==> config.mk <==
export PLATFORM = sky130hd
export DESIGN_NAME = self_attention_seq_ctrl
export DESIGN_NICKNAME = d
export VERILOG_FILES = /design/src/rtl/self_attention_pkg.sv /design/src/rtl/sa_seq_beat_counter.sv /design/src/rtl/self_attention_seq_ctrl.sv
export SDC_FILE = /design/constraint.sdc
export NUM_CORES = 1
export LEC_CHECK = 0
export ABC_AREA = 0
export CAP_MARGIN = 30
export CELL_PAD_IN_SITES_DETAIL_PLACEMENT = 0
export CELL_PAD_IN_SITES_GLOBAL_PLACEMENT = 1
export CORE_MARGIN = 5
export CORE_UTILIZATION = 52
export DETAILED_ROUTE_END_ITERATION = 8
export DONT_BUFFER_PORTS = 1
export PLACE_DENSITY_LB_ADDON = 0.1
export SLEW_MARGIN = 0
export SYNTH_ARGS = -nofsm -noshare
export SYNTH_HDL_FRONTEND = slang
export SYNTH_SLANG_ARGS = --single-unit
==> constraint.sdc <==
create_clock -name clk -period 4.13 [get_ports clk]
set_input_delay 0.2065 -clock clk [delete_from_list [all_inputs] [get_ports clk]]
set_output_delay 0.2065 -clock clk [all_outputs]
set_load 0.01 [all_outputs]
==> src/rtl/self_attention_pkg.sv <==
// -----------------------------------------------------------------------------
// self_attention_pkg
// Shared types and defaults for the self-attention head sequencer.
//   seq_state_e      : sequencer FSM states
//   DEF_INNER_BLOCKS : operand beats per output tile (inner dim / block size)
//   DEF_ACC_TIMEOUT  : maximum cycles spent waiting for accumulation done
//   sat_inc32        : saturating 32-bit increment used by the optional
//                      performance counters (SA_SEQ_PERF_CNT_EN)
// -----------------------------------------------------------------------------
package self_attention_pkg;

  localparam int INNER_DIMENSION_QN_KNT = 16;
  localparam int BLOCK_SIZE             = 4;
  localparam int DEF_INNER_BLOCKS       = INNER_DIMENSION_QN_KNT / BLOCK_SIZE;
  localparam int DEF_ACC_TIMEOUT        = 1024;

  typedef enum logic [2:0] {
    IDLE     = 3'd0,
    CLR      = 3'd1,
    FEED     = 3'd2,
    WAIT_ACC = 3'd3,
    DRAIN    = 3'd4,
    FIN      = 3'd5
  } seq_state_e;

  function automatic logic [31:0] sat_inc32(input logic [31:0] value);
    return (value == 32'hFFFF_FFFF) ? value : value + 32'd1;
  endfunction

endpackage

==> src/rtl/sa_seq_beat_counter.sv <==
// -----------------------------------------------------------------------------
// sa_seq_beat_counter
// Loadable up-counter with a terminal-count flag. The flag is raised while the
// count equals TERMINAL-1, i.e. the next increment completes the run, so the
// owner can take its transition in the same cycle as the final event.
// Ports:
//   clk, rst_n  : clock, asynchronous active-low reset
//   load        : load load_value (has priority over inc)
//   load_value  : value loaded on load
//   inc         : increment by one
//   last        : count == TERMINAL-1
// -----------------------------------------------------------------------------
module sa_seq_beat_counter #(
  parameter int WIDTH    = 3,
  parameter int TERMINAL = 4
) (
  input  logic             clk,
  input  logic             rst_n,
  input  logic             load,
  input  logic [WIDTH-1:0] load_value,
  input  logic             inc,
  output logic             last
);

  localparam logic [WIDTH-1:0] LAST_VALUE = WIDTH'(TERMINAL - 1);

  logic [WIDTH-1:0] count_reg;

  always_ff @(posedge clk or negedge rst_n) begin
    if (!rst_n) begin
      count_reg <= '0;
    end else if (load) begin
      count_reg <= load_value;
    end else if (inc) begin
      count_reg <= count_reg + WIDTH'(1);
    end
  end

  assign last = (count_reg == LAST_VALUE);

endmodule

==> src/rtl/self_attention_seq_ctrl.sv <==
// -----------------------------------------------------------------------------
// self_attention_seq_ctrl
// Sequencer for the Qn x Kn^T matmul wrapper and the following 4-bit shift
// stage. Per tile: clear accumulators (CLR), stream INNER_BLOCKS operand beats
// (FEED), wait for accumulation done (WAIT_ACC), hand the tile to the shifter
// (DRAIN). After the latched number of tiles, FIN produces the done pulse.
// Optional feature macro: SA_SEQ_PERF_CNT_EN (adds perf_stall_cycles and
// perf_busy_cycles saturating counters).
// Ports:
//   start/abort/cfg_num_tiles : run control; cfg latched on accepted start
//   op_valid/op_ready         : operand beat handshake
//   mm_en/mm_reset_acc        : enable / accumulator clear toward the matmul
//   mm_acc_done/mm_sys_finish : matmul status (sys_finish only monitored)
//   out_valid/out_ready       : tile handshake toward the shifter
//   tile_idx, busy, done, err : status; done is registered, so it appears in
//                               the cycle after FIN; err is sticky
// -----------------------------------------------------------------------------
module self_attention_seq_ctrl
  import self_attention_pkg::*;
#(
  parameter int INNER_BLOCKS = DEF_INNER_BLOCKS,
  parameter int TILE_CNT_W   = 8,
  parameter int ACC_TIMEOUT  = DEF_ACC_TIMEOUT,
  parameter int BEAT_CNT_W   = $clog2(INNER_BLOCKS + 1)
) (
  input  logic                  clk,
  input  logic                  rst_n,
  input  logic                  start,
  input  logic                  abort,
  input  logic [TILE_CNT_W-1:0] cfg_num_tiles,
  input  logic                  op_valid,
  output logic                  op_ready,
  output logic                  mm_en,
  output logic                  mm_reset_acc,
  input  logic                  mm_acc_done,
  input  logic                  mm_sys_finish,
  output logic                  out_valid,
  input  logic                  out_ready,
  output logic [TILE_CNT_W-1:0] tile_idx,
  output logic                  busy,
  output logic                  done,
  output logic                  err
`ifdef SA_SEQ_PERF_CNT_EN
  ,
  output logic [31:0]           perf_stall_cycles,
  output logic [31:0]           perf_busy_cycles
`endif
);

  localparam int TO_CNT_W = $clog2(ACC_TIMEOUT + 1);

  seq_state_e state_reg, state_next;

  logic [TILE_CNT_W-1:0] num_tiles_reg;
  logic [TILE_CNT_W-1:0] tile_idx_reg;
  logic [TILE_CNT_W-1:0] tile_inc;
  logic                  err_reg;
  logic                  done_reg;

  logic start_accept;
  logic feed_beat;
  logic drain_hs;
  logic beat_last;
  logic to_last;
  logic err_event;

  assign start_accept = (state_reg == IDLE) && start && !abort;
  assign feed_beat    = (state_reg == FEED) && op_valid;
  assign drain_hs     = (state_reg == DRAIN) && out_ready;
  assign tile_inc     = tile_idx_reg + TILE_CNT_W'(1);

  // Protocol violations and the accumulation timeout; none of them alter flow
  // except the timeout, which is handled in the next-state logic.
  assign err_event = (((state_reg == FEED) || (state_reg == CLR)) && mm_acc_done)
                   || ((state_reg == IDLE) && mm_sys_finish)
                   || ((state_reg == WAIT_ACC) && !mm_acc_done && to_last);

  sa_seq_beat_counter #(
    .WIDTH    (BEAT_CNT_W),
    .TERMINAL (INNER_BLOCKS)
  ) u_beat_cnt (
    .clk        (clk),
    .rst_n      (rst_n),
    .load       (state_reg == CLR),
    .load_value ('0),
    .inc        (feed_beat),
    .last       (beat_last)
  );

  // Held at zero outside WAIT_ACC, so every wait starts a fresh budget.
  sa_seq_beat_counter #(
    .WIDTH    (TO_CNT_W),
    .TERMINAL (ACC_TIMEOUT)
  ) u_timeout_cnt (
    .clk        (clk),
    .rst_n      (rst_n),
    .load       (state_reg != WAIT_ACC),
    .load_value ('0),
    .inc        (state_reg == WAIT_ACC),
    .last       (to_last)
  );

  // State register
  always_ff @(posedge clk or negedge rst_n) begin
    if (!rst_n) begin
      state_reg <= IDLE;
    end else begin
      state_reg <= state_next;
    end
  end

  // Next-state logic; abort overrides every transition.
  always_comb begin
    state_next = state_reg;
    case (state_reg)
      IDLE: begin
        if (start) begin
          state_next = (cfg_num_tiles == '0) ? FIN : CLR;
        end
      end
      CLR:  state_next = FEED;
      FEED: begin
        if (op_valid && beat_last) begin
          state_next = WAIT_ACC;
        end
      end
      WAIT_ACC: begin
        // acc_done wins over a simultaneous timeout; out_ready is not looked at.
        if (mm_acc_done) begin
          state_next = DRAIN;
        end else if (to_last) begin
          state_next = FIN;
        end
      end
      DRAIN: begin
        if (out_ready) begin
          state_next = (tile_inc == num_tiles_reg) ? FIN : CLR;
        end
      end
      FIN:     state_next = IDLE;
      default: state_next = IDLE;
    endcase
    if (abort) begin
      state_next = IDLE;
    end
  end

  // Output decode
  always_comb begin
    op_ready     = 1'b0;
    mm_en        = 1'b0;
    mm_reset_acc = 1'b0;
    out_valid    = 1'b0;
    busy         = (state_reg != IDLE);
    case (state_reg)
      CLR:      mm_reset_acc = 1'b1;
      FEED: begin
        op_ready = op_valid;
        mm_en    = op_valid;
      end
      WAIT_ACC: mm_en     = 1'b1;
      DRAIN:    out_valid = 1'b1;
      default:  ;
    endcase
  end

  // Run bookkeeping: latched tile count, tile index, sticky error, done pulse.
  always_ff @(posedge clk or negedge rst_n) begin
    if (!rst_n) begin
      num_tiles_reg <= '0;
      tile_idx_reg  <= '0;
      err_reg       <= 1'b0;
      done_reg      <= 1'b0;
    end else if (abort) begin
      // Error state is deliberately preserved across an abort.
      tile_idx_reg <= '0;
      done_reg     <= 1'b0;
    end else begin
      done_reg <= (state_reg == FIN);
      if (start_accept) begin
        num_tiles_reg <= cfg_num_tiles;
        tile_idx_reg  <= '0;
      end else if (drain_hs) begin
        tile_idx_reg <= tile_inc;
      end
      if (err_event) begin
        err_reg <= 1'b1;
      end else if (start_accept) begin
        err_reg <= 1'b0;
      end
    end
  end

  assign tile_idx = tile_idx_reg;
  assign done     = done_reg;
  assign err      = err_reg;

`ifdef SA_SEQ_PERF_CNT_EN
  logic [31:0] perf_stall_reg;
  logic [31:0] perf_busy_reg;

  always_ff @(posedge clk or negedge rst_n) begin
    if (!rst_n) begin
      perf_stall_reg <= '0;
      perf_busy_reg  <= '0;
    end else if (start_accept) begin
      perf_stall_reg <= '0;
      perf_busy_reg  <= '0;
    end else begin
      if (((state_reg == FEED) && !op_valid) || ((state_reg == DRAIN) && !out_ready)) begin
        perf_stall_reg <= sat_inc32(perf_stall_reg);
      end
      if (state_reg != IDLE) begin
        perf_busy_reg <= sat_inc32(perf_busy_reg);
      end
    end
  end

  assign perf_stall_cycles = perf_stall_reg;
  assign perf_busy_cycles  = perf_busy_reg;
`endif

endmodule
-- After elaboration in Yosys (flattened, before gate mapping)
Cells that the tools add are included.
- eq/ne operators: 13
- $add $sub $neg: 3
- mux-type cells: 23
- reductions and logical operators: 24
- bitwise logic cells: 1
- operators by type and width (kind ; count):
    $mux W3 ; 10
    $mux W8 ; 3
    $mux W11 ; 2
    $pmux W3 S5 ; 1
    $add A11 B1 Y11 const B ; 1
    $eq A11 B10 Y1 const B ; 1
    $eq A3 B2 Y1 const B ; 3
    $logic_and A1 B1 Y1 ; 9
    $add A8 B1 Y8 const B ; 1
    $eq A8 B8 Y1 ; 1
    $logic_not A8 Y1 ; 1
    $eq A3 B3 Y1 const B ; 2
    $mux W1 ; 6
    $ne A3 B2 Y1 const B ; 2
    $ne A3 B3 Y1 const B ; 2
    $reduce_bool A2 Y1 ; 3
    $reduce_bool A3 Y1 ; 2
    $ne A4 B4 Y1 const B ; 1
    $reduce_and A2 Y1 ; 2
    $reduce_and A4 Y1 ; 1
    $add A3 B1 Y3 const B ; 1
    $eq A3 B1 Y1 const B ; 1
    $logic_not A3 Y1 ; 1
    $logic_or A1 B1 Y1 ; 3
    other kinds (3) ; 4
- word-level logic and storage cells: 71
- output and inout port bits: 15
- input port bits: 16
- flip-flop bits (word level): 35

-- Depth between registers and ports, before layout
- depth in word-level cells: 7
- mapped depth: 7
- gate-level depth less buffers: 7

-- Cells and area by module
A second synthesis with hierarchy kept.
- cells, all modules: 232
- area, all modules: 2145.8 µm²
- modules (own cells, without submodules) (module ; cells an instance ; area an instance (µm²) ; instances):
    self_attention_seq_ctrl ; 146 ; 1330.0 ; 1
    sa_seq_beat_counter (u_timeout_cnt) ; 70 ; 648.1 ; 1
    sa_seq_beat_counter (u_beat_cnt) ; 16 ; 167.7 ; 1

-- Least setup slack after synthesis
Ideal clock, no wire load.
- kind: flip-flop to flip-flop
- start: register u_beat_cnt.count_reg[0]
- end: register state_reg[0]
- path buffers: 0
- setup time: 0.120 ns
- period minus slack after synthesis: 1.728 ns
- slack: 2.402 ns
- cell stages (with the launch flop): 7
- data arrival time: 1.608 ns
- path through: dfrtp_1 -> ha_1 -> ha_1 -> and3_2 -> o31ai_1 -> nand3_1 -> a31o_2
- word-level cells in the longest chain between the ends: 4
- ends and longest elaborated chain (item ; RTL line ; source):
    start: declaration ; sa_seq_beat_counter.sv:27 ; logic [WIDTH-1:0] count_reg;
    start signal: assignment ; sa_seq_beat_counter.sv:33 ; count_reg <= load_value;
    start signal: assignment ; sa_seq_beat_counter.sv:35 ; count_reg <= count_reg + WIDTH'(1);
    $eq A3 B2 Y1 ; sa_seq_beat_counter.sv:39 ; assign last = (count_reg == LAST_VALUE);
    $logic_and A1 B1 Y1 ; self_attention_seq_ctrl.sv:123 ; if (op_valid && beat_last) begin
    $ne A3 B2 Y1 (no line) ; -- ;
    $reduce_and A4 Y1 (no line) ; -- ;
    end signal: assignment ; self_attention_seq_ctrl.sv:108 ; state_reg <= state_next;
    end: declaration ; self_attention_seq_ctrl.sv:52 ; seq_state_e state_reg, state_next;
No other way between the ends.
A chain may end at the register's enable or synchronous reset.

-- Worst setup path in the final report
- start: register state_reg[1]
- end: register num_tiles_reg[0]
- word-level cells in the longest chain between the ends: 4
- ends and longest elaborated chain (item ; RTL line ; source):
    $logic_not A3 Y1 ; self_attention_seq_ctrl.sv:67 ; assign start_accept = (state_reg == IDLE) && start && !abort;
    $logic_and A1 B1 Y1 (2 in series) ; self_attention_seq_ctrl.sv:67 ;
    $reduce_and A2 Y1 (no line) ; -- ;
    end signal: assignment ; self_attention_seq_ctrl.sv:181 ; num_tiles_reg <= cfg_num_tiles;
    end: declaration ; self_attention_seq_ctrl.sv:54 ; logic [TILE_CNT_W-1:0] num_tiles_reg;
No other way between the ends.

==> metrics.yaml <==
ys.warnings.count: 0
ant_nets: 0
setup_viol: 0
final_cells: 254
placed_area_um2: 1988
dp_slack_ns: 2.133
p_sw_frac: 0.2544
synth_async_sr_flop_share: 1.000
worstHoldPathCells: 2
cts_tree: "yes"
design.core.area_um2: 3661
area_delta_synth_final_pct: 10.40
dr.first_iter.drc_count: 81
synth_top_area_frac: 0.4467
clk_path_buf_depth: 2
top_level_ports: 31
port_buffers: 0
synthMuxAreaShare: 0.05616
worst_slack_ns: 2.163
power.share.clock: 0.397
period_share: 0.4762
n_antenna_cell: 0
syn_area_per_cell_um2: 9.754
tightest_slew_ns: 0.6882
syn-num-nets: 221
cts_root_buf: "clkbuf_8"
max_freq_ghz: 0.5085
grt_max_degree: 36
synth_top_family_by_area: "simple AND/OR/NAND/NOR gates"
start_util: 0.5355
leakage_nw: 0.9196
synth_flop_cell: "dfrtp_1"
finish.utilization: 0.5913
finalCriticalPeriod_ns: 1.967
die_height_um: 71.41
wl_per_cell_um: 16.77
fin_tns_setup_ns: 0
holdWs_ns: 0.04827
synth_edf_count: 0
num_rows: 22
synth_fa_ha_area_frac: 0.02553
synth_common_cells: "dfrtp_1, nor2_1, nand2_1"
drtPass1Iterations: 4
die_x_um: 71.41
cts_inserted_buffers: 5
end_kind: "flop"
totalWireLength_um: 4259
start_kind: "flop"
finalMaxSlewViolations: 0
synth_compound_area_frac: 0.1257
clock_latency_ns: 0.29
h-tree-depth: 2
antenna_found_initial: 0
synth_cell_types: 49
ctsResizeCount: 0
path_class: "reg -> reg"
final_nets: 225
total_power_uw: 926.1
hp-class: "in -> reg"
cts.sinks: 35
netlist_instances: 201
dieArea_um2: 5099
vdd.ir_drop.worst_v: 0.0002693
synth-seq-cells: 35
path_clk_slew_ns: 0.07
power_frac_seq: 0.452
internal_power_uw: 690.5
via_count: 1474
cts_setup_buffers: 0
gp_congestion: 0.7806
crit_required_ns: 4.31
hold_violations: 0
largest_reg_flops: 11
grt_remaining_overflow: 0
critPathArrivalTime_ns: 2.14
vias_per_cell: 5.803
skew_ns: 0.007983
comb_power_share: 0.150
timing.max_cap.violations: 0
power_density_nw_per_um2: 427.8
hold_buffers: 3
rsz0062_at_grt: "no"
hpwl_um: 3169
path_max_fanout: 14
reg2reg_depth: 4
global_route.usage.total: 0.1793
synth_largest_area_cell: "dfrtp_1"
grt_first_pass_wirelength_um: 7072
grt_pass1_vias: 1465
netlist_area_um2: 1961
synth_area_leaders: "dfrtp_1, mux2_2, xor2_1"
switchingPower_uw: 235.6
ys_seq_area_frac: 0.4467
final_cell_area_um2: 2165
outcome: "completed"
synthXorXnorAreaFrac: 0.08041
place_inst: 243
drive_above_1_share: 0.1408
slew_headroom: 0.5402
synthSimpleGateAreaFrac: 0.2355
yosysMostFrequentCell: "dfrtp_1"
drc_errors: 0
critical path, cell delays in order, from the launching register on:
cell and delay, ns:
dfrtp_1 0.54, nor3_2 0.41, nand2_1 0.16, nor2_2 0.36, mux2_2 0.39
path summary, 6_finish.rpt:
kind,from,endpoint,slack [ns]
setup / recovery,state_reg[1],num_tiles_reg[0],2.16
hold reg to reg,u_beat_cnt.count_reg[2],u_beat_cnt.count_reg[2],0.49
min in group asynchronous,rst_n,u_timeout_cnt.count_reg[2],0.35
max in group asynchronous,rst_n,state_reg[0],3.59
hold / removal,cfg_num_tiles[6],num_tiles_reg[6],0.05
setup reg to reg,state_reg[1],num_tiles_reg[0],2.16
cell usage in the layout, fill, tap and decap left out, types with 5 or more instances in the layout:
cell type,netlist,final
dfrtp_1,35,35
nor2_1,21,21
nand2_1,16,16
nand3_1,15,15
o21ai_0,12,12
xor2_1,10,10
xnor2_1,8,8
mux2_2,8,8
inv_1,7,7
a21oi_1,5,5
clkbuf_8,0,5
layout make-up:
type | count | area (µm²)
Fill cell | 314 | 1496
Multi-Input combinational cell | 153 | 1026
Timing Repair Buffer | 3 | 40.04
Inverter | 7 | 26.28
Clock buffer | 5 | 68.82
Tap cell | 48 | 60.06
Sequential cell | 35 | 875.8
Clock inverter | 3 | 67.56
cell families (layout without fill, tap and decap cells):
group                    Yosys count  in the layout
XOR/XNOR                          18             18
flip-flops                        35             35
AO/OA/AOI/OAI                     38             38
AND/OR/NAND/NOR                   83             83
multiplexers                      10             10
buffers and inverters             13             18
adder cells (fa/ha/maj)            4              4
metal layers:
layer  up-vias  wire, µm  track usage
met3         8       179      0.06171
met5         -         0            0
li1        720         -            -
met2        31      2169       0.2990
met1       715      1821       0.2071
met4         0        89      0.08142
power groups by stage:
stage                     Combinational [mW]  Clock (mW)  Sequential (mW)
after floorplan                        0.115           0            0.411
after global placement                 0.126           0            0.423
after detailed placement               0.130           0            0.425
after CTS                              0.141       0.376            0.418
after global routing                   0.156       0.396            0.423
final                                  0.139       0.368            0.419
(Power assumes the default switching activity.)
